## src/rtl/obstacle_sprite_engine.sv

```systemverilog
// Scrolling, animated obstacle renderer sharing one external sprite ROM (3-stage pixel pipeline).
// Optional macro SPRITE_COLLIDE_EN enables the sticky obstacle/player collision flag.
module obstacle_sprite_engine #(
  parameter int unsigned N_SPRITES   = 2,
  parameter int unsigned SPR_LOG2    = 5,
  parameter int unsigned SCALE_LOG2  = 2,
  parameter int unsigned FRAMES      = 6,
  parameter int unsigned FRAME_TICKS = 20000000,
  parameter int unsigned SPAWN_X     = 1500,
  parameter int unsigned SPACING     = 640,
  parameter int unsigned BASE_Y      = 690,
  parameter logic [11:0] KEY         = 12'hC0F,
  parameter int unsigned AW          = $clog2(FRAMES) + 2 * SPR_LOG2
) (
  input  logic          clock,
  input  logic          reset,
  input  logic [11:0]   display_col,
  input  logic [10:0]   display_row,
  input  logic          visible,
  input  logic          enable,
  input  logic [3:0]    speed,
  output logic [AW-1:0] rom_addr,
  input  logic [11:0]   rom_data,
  input  logic          player_visible,
  output logic [3:0]    pix_red,
  output logic [3:0]    pix_green,
  output logic [3:0]    pix_blue,
  output logic          pix_visible,
  output logic          collide
);

  localparam int unsigned SIZE_LOG2 = SPR_LOG2 + SCALE_LOG2;
  localparam int unsigned PIX_W     = 2 * SPR_LOG2;
  localparam int unsigned ANIM_W    = (FRAMES > 1) ? $clog2(FRAMES) : 1;
  localparam int unsigned TICK_W    = (FRAME_TICKS > 1) ? $clog2(FRAME_TICKS) : 1;
  localparam int unsigned CW        = 13;

  logic [CW-1:0]     r_x [N_SPRITES];
  logic [TICK_W-1:0] r_tick;
  logic [ANIM_W-1:0] r_anim;
  logic              r_hit0, r_vis0, r_hit1, r_vis1;

  logic              w_frame_start;
  logic [CW-1:0]     w_col, w_row, w_speed, w_xwin, w_dx, w_dy;
  logic              w_row_hit, w_hit;
  logic [SPR_LOG2-1:0] w_ix, w_iy;
  logic [AW-1:0]     w_addr;

  assign w_frame_start = (display_col == 12'd0) && (display_row == 11'd0);
  assign w_col   = CW'(display_col);
  assign w_row   = CW'(display_row);
  assign w_speed = CW'(speed);

  // Per-frame scroll with respawn once a slot would move past column 0
  always_ff @(posedge clock or posedge reset) begin
    if (reset) begin
      for (int i = 0; i < N_SPRITES; i++) r_x[i] <= CW'(SPAWN_X + i * SPACING);
    end else if (enable && w_frame_start) begin
      for (int i = 0; i < N_SPRITES; i++) begin
        if (r_x[i] < w_speed) r_x[i] <= CW'(SPAWN_X);
        else                  r_x[i] <= r_x[i] - w_speed;
      end
    end
  end

  // Animation frame stepping
  always_ff @(posedge clock or posedge reset) begin
    if (reset) begin
      r_tick <= '0;
      r_anim <= '0;
    end else if (enable) begin
      if (r_tick == TICK_W'(FRAME_TICKS - 1)) begin
        r_tick <= '0;
        r_anim <= (r_anim == ANIM_W'(FRAMES - 1)) ? '0 : r_anim + 1'b1;
      end else begin
        r_tick <= r_tick + 1'b1;
      end
    end
  end

  // Hit test, lowest-index slot wins; 13-bit compares keep x+size from wrapping
  always_comb begin
    w_row_hit = (w_row >= CW'(BASE_Y)) && (w_row < CW'(BASE_Y + (1 << SIZE_LOG2)));
    w_hit     = 1'b0;
    w_xwin    = r_x[0];
    for (int i = 0; i < N_SPRITES; i++) begin
      if (!w_hit && w_row_hit && (w_col >= r_x[i]) &&
          (w_col < r_x[i] + CW'(1 << SIZE_LOG2))) begin
        w_hit  = 1'b1;
        w_xwin = r_x[i];
      end
    end
    w_dx   = w_col - w_xwin;
    w_dy   = w_row - CW'(BASE_Y);
    w_ix   = SPR_LOG2'(w_dx >> SCALE_LOG2);
    w_iy   = SPR_LOG2'(w_dy >> SCALE_LOG2);
    w_addr = (AW'(r_anim) << PIX_W) | AW'({w_iy, w_ix});
  end

  // S0 address/flags, S1 flag delay across the ROM read
  always_ff @(posedge clock or posedge reset) begin
    if (reset) begin
      rom_addr <= '0;
      r_hit0   <= 1'b0;
      r_vis0   <= 1'b0;
      r_hit1   <= 1'b0;
      r_vis1   <= 1'b0;
    end else begin
      rom_addr <= w_addr;
      r_hit0   <= w_hit;
      r_vis0   <= visible;
      r_hit1   <= r_hit0;
      r_vis1   <= r_vis0;
    end
  end

  // S2 colour-key and pixel output register
  always_ff @(posedge clock or posedge reset) begin
    if (reset) begin
      pix_red     <= 4'hF;
      pix_green   <= 4'hF;
      pix_blue    <= 4'hF;
      pix_visible <= 1'b0;
    end else if (r_hit1 && r_vis1 && (rom_data != KEY)) begin
      pix_red     <= rom_data[3:0];
      pix_green   <= rom_data[7:4];
      pix_blue    <= rom_data[11:8];
      pix_visible <= 1'b1;
    end else begin
      pix_red     <= 4'hF;
      pix_green   <= 4'hF;
      pix_blue    <= 4'hF;
      pix_visible <= 1'b0;
    end
  end

`ifdef SPRITE_COLLIDE_EN
  // Sticky overlap flag, restarted at each frame start
  always_ff @(posedge clock or posedge reset) begin
    if (reset)              collide <= 1'b0;
    else if (w_frame_start) collide <= pix_visible & player_visible;
    else if (pix_visible & player_visible) collide <= 1'b1;
  end
`else
  logic w_unused_player;
  assign w_unused_player = player_visible;
  assign collide = 1'b0;
`endif

endmodule
```

## config.mk

```make
export PLATFORM = sky130hd
export DESIGN_NAME = obstacle_sprite_engine
export DESIGN_NICKNAME = d
export VERILOG_FILES = /design/src/rtl/obstacle_sprite_engine.sv
export SDC_FILE = /design/constraint.sdc
export NUM_CORES = 1
export LEC_CHECK = 0
export BUFFER_PORTS_ARGS = -buffer_cell sky130_fd_sc_hd__buf_2
export CAP_MARGIN = 20
export CORE_MARGIN = 2
export CORE_UTILIZATION = 25
export CTS_CLUSTER_DIAMETER = 100
export DETAILED_ROUTE_END_ITERATION = 8
export MAX_ROUTING_LAYER = met4
export SYNTH_ARGS = -nofsm -noshare
export SYNTH_HDL_FRONTEND = slang
export SYNTH_SLANG_ARGS = --single-unit
```

## constraint.sdc

```tcl
create_clock -name clock -period 4.13 [get_ports clock]
set_clock_uncertainty 0.15 [all_clocks]
set_input_delay 0 -clock clock [delete_from_list [all_inputs] [get_ports clock]]
set_output_delay 0 -clock clock [all_outputs]
set_load 0.02 [all_outputs]
```

==> results_dict.tcl <==
set metrics [dict create \
    vias_per_cell 4.57 \
    ir_worst_vdd_mv 0.161 \
    start_util 0.255 \
    ys_seq_area_frac 0.396 \
    timing.critical_path.mode_cell "ha_1" \
    slowest_stage "or4_4" \
    core.rowCount 53 \
    utilization 0.323 \
    yosysWarnings 0 \
    detailed_place.area_mm2 0.00613 \
    startpoint "r_x[7]" \
    arrival_ns 4.02 \
    critPathKind "register to register" \
    min_from "display_col[4]" \
    fillers 2171 \
    die_area_mm2 0.0227 \
    cts_num_sinks 84 \
    syn_area_mm2 0.00539 \
    maxSlewViolCount 0 \
    antenna_found_initial 0 \
    n_antenna_cell 0 \
    io_pins 71 \
    syn2layout_area_growth_pct 26.6 \
    drtIter0Drc 213 \
    maxCapViolCount 0 \
    finalSetupViolCount 0 \
    cp_max_fo 7 \
    via_count 4379 \
    core_mm2 0.0211 \
    cp-end-kind "register" \
    grt_overflow 0 \
    timing.final.crit_period_ns 3.90 \
    avgSynthCellArea_um2 9.60 \
    power_density_mw_per_mm2 294 \
    reg2reg_from "r_x[7]" \
    port_buffers 68 \
    static-leakage-power_nw 3.14 \
    gp_congestion 0.811 \
    root_buffer "clkbuf_16" \
    fin_crit_sh 0.945 \
    cts_tree "yes" \
    cts_buffers 9 \
    synth-edff-count 0 \
    async_flop_share 1.00 \
    design_area_mm2 0.00682 \
    htreeDepth 3 \
    critPathRequiredTime_ns 4.24 \
    synth_ff_type "dfrtp_1" \
    hold_viol 0 \
    max_stage_delay_ns 0.62 \
    slew_headroom 0.399 \
    grt_pass1_vias 4185 \
    synthDistinctLibCells 75 \
    hold_path_depth 3 \
    cts_max_path_buffers 2 \
    grt_pass1_wl_um 20600 \
    pre_cts_ws_ns 0.0517 \
    synth_fp_nets 660 \
    dp_hpwl_um 9580 \
    grt_max_degree 58 \
    layout.nets 778 \
    hold_path_class "input port to register" \
    drt-pass1-iter-count 4 \
    drive_gt1_frac 0.237 \
    clock.fmax_ghz 0.256 \
    die_w_um 151 \
    die_h_um 151 \
    cp-start-kind "register" \
    routed_wl_um 12700 \
    worstMarginPinSlew_ns 0.897 \
    track_usage 0.118 \
    yosys_register_bits 84 \
    clk-insertion-delay-late_ns 0.34 \
    ant_nets 0 \
    rr_worst_depth 18 \
    status "complete, no violations" \
    post-route-drc-count 0 \
    wl_per_cell_um 13.2 \
    hold_ws_ns 0.0562 \
    clkTransAtPathRegs_ns 0.07 \
    path_cells "inv_1 > ha_1 > inv_1 > ha_1 > nand4_1 > o21ba_1 > o41a_1 > or4_4 > nor2_4 > a21oi_2 > ha_1 > a21oi_1 > nor2_1 > nor2_2 > nor2_1 > a21oi_2 > o211ai_1 > a2bb2oi_2" \
    finalWorstSetupSlack_ns 0.226 \
    syn_inst 561 \
]
power by group:
part           internal, mW  switching (mW)  total, mW
registers             0.860          0.0305      0.891
clock network         0.519           0.336      0.855
logic                 0.121           0.139      0.260
total                  1.50           0.506       2.01
layout make-up:
cell class / instances / area (um2) / area share
Clock buffer: 13 / 270 / 0.0396
Multi-Input combinational cell: 424 / 3080 / 0.451
Clock inverter: 3 / 43.8 / 0.00642
Inverter: 45 / 170 / 0.0249
Tap cell: 275 / 344 / 0.0504
Timing Repair Buffer: 115 / 783 / 0.115
Sequential cell: 84 / 2130 / 0.313
layer usage:
metal | GRT usage | vias to the layer above | share of wire
met5 | - | - | 0
met4 | 0.0304 | 0 | 0.0094
met3 | 0.0253 | 10 | 0.042
met2 | 0.189 | 84 | 0.47
met1 | 0.153 | 2084 | 0.47
li1 | - | 2201 | -
synthesized netlist by cell type (all sizes together), types with 2 or more instances:
master / instances / share of area
nor2b: 6 / 0.0070
nand3: 22 / 0.020
nor2: 58 / 0.040
nand4b: 2 / 0.0033
o22ai: 2 / 0.0023
o21ai: 14 / 0.013
nand2: 52 / 0.037
o21ba: 2 / 0.0037
fa: 2 / 0.0074
nor3b: 2 / 0.0037
dfstp: 24 / 0.12
nor4: 9 / 0.013
clkbuf: 3 / 0.0021
a311oi: 2 / 0.0033
or3: 5 / 0.0070
nand4: 19 / 0.026
ha: 53 / 0.12
a211oi: 2 / 0.0051
and2: 2 / 0.0023
nand2b: 19 / 0.022
and4: 4 / 0.0070
xor2: 14 / 0.023
o31ai: 2 / 0.0037
nor4b: 3 / 0.0049
xnor2: 36 / 0.059
dfrtp: 60 / 0.28
a32oi: 2 / 0.0033
nor3: 16 / 0.017
mux2i: 4 / 0.0074
buf: 5 / 0.0072
and3: 4 / 0.0046
o211ai: 2 / 0.0028
a21oi: 27 / 0.026
a211o: 3 / 0.0049
a31oi: 3 / 0.0035
inv: 45 / 0.031
a21o: 8 / 0.011
a21boi: 4 / 0.0056
a2111oi: 2 / 0.0044
flip-flops by register name, indices dropped and copies added, names as in the netlist:
name	flops
r_hit1	1
r_vis1	1
pix_red	4
pix_green	4
r_anim	3
pix_blue	4
r_vis0	1
r_x	26
r_hit0	1
r_tick	25
pix_visible	1
rom_addr	13
per-stage QoR:
stage / setup TNS [ns] / std cells / total power, mW
3_5_place_dp: 0 / 910 / 1.14
6_report: 0 / 959 / 2.01
2_1_floorplan: 0 / 561 / 1.05
5_1_grt: -0.00346 / 959 / 2.11
4_1_cts: 0 / 953 / 2.02
3_3_place_gp: 0 / 910 / 1.13
worst max-delay path, delay by kind of cell (launching register included):
kind / cells / cell delay, ns
DFF: 1 / 0.44
AOI/OAI and AO/OA: 7 / 1.11
adders and majority gates: 3 / 0.85
buffers and inverters: 2 / 0.15
and+or+nand+nor: 6 / 1.13
cells in the final DEF (no fill, tap or decap), types with 5 or more instances in the layout:
master	Yosys	final
buf_2	1	68
dfrtp_1	60	59
nor2_1	58	56
ha_1	53	52
nand2_1	51	51
inv_1	43	42
xnor2_1	36	36
dlygate4sd3_1	0	28
dfstp_2	24	24
nand3_1	22	22
a21oi_1	25	22
nand2b_1	19	19
buf_4	3	18
nand4_1	17	17
xor2_1	14	14
nor3_1	14	14
clkbuf_16	0	9
o21ai_0	9	8
a21o_1	8	8
nor4_1	7	7
nor2b_1	6	6
o21ai_1	5	5
a21oi_2	2	5
final timing paths:
| kind | slack [ns] | to |
|---|---|---|
| min | 0.06 | rom_addr[2] |
| max in group asynchronous | 2.39 | r_x[20] |
| min reg2reg | 0.20 | r_hit1 |
| min in group asynchronous | 0.50 | rom_addr[11] |
| max reg2reg | 0.23 | rom_addr[4] |
| max | 0.23 | rom_addr[4] |
kinds of logic (layout without fill, tap and decap cells):
group,count (synthesis),after routing,synth area share
AND/OR/NAND/NOR,230,230,0.228
flip-flops,84,84,0.396
AO/OA/AOI/OAI,83,83,0.114
adder cells (fa/ha/maj),55,55,0.131
buffers and inverters,53,176,0.0406
XOR/XNOR,50,50,0.0813
multiplexers,5,5,0.00952
other,1,1,0.000696
repair_timing:
action / in CTS / in global routing
endpoints found under the hold margin: 66 / 5
endpoints found under the setup margin: 1 / 3
gates resized for setup: 1 / 11
buffers inserted: 0 / 4
hold buffers: 27 / 1
pin swaps: 0 / 9
No activity file was read; power rests on OpenSTA's default activity.
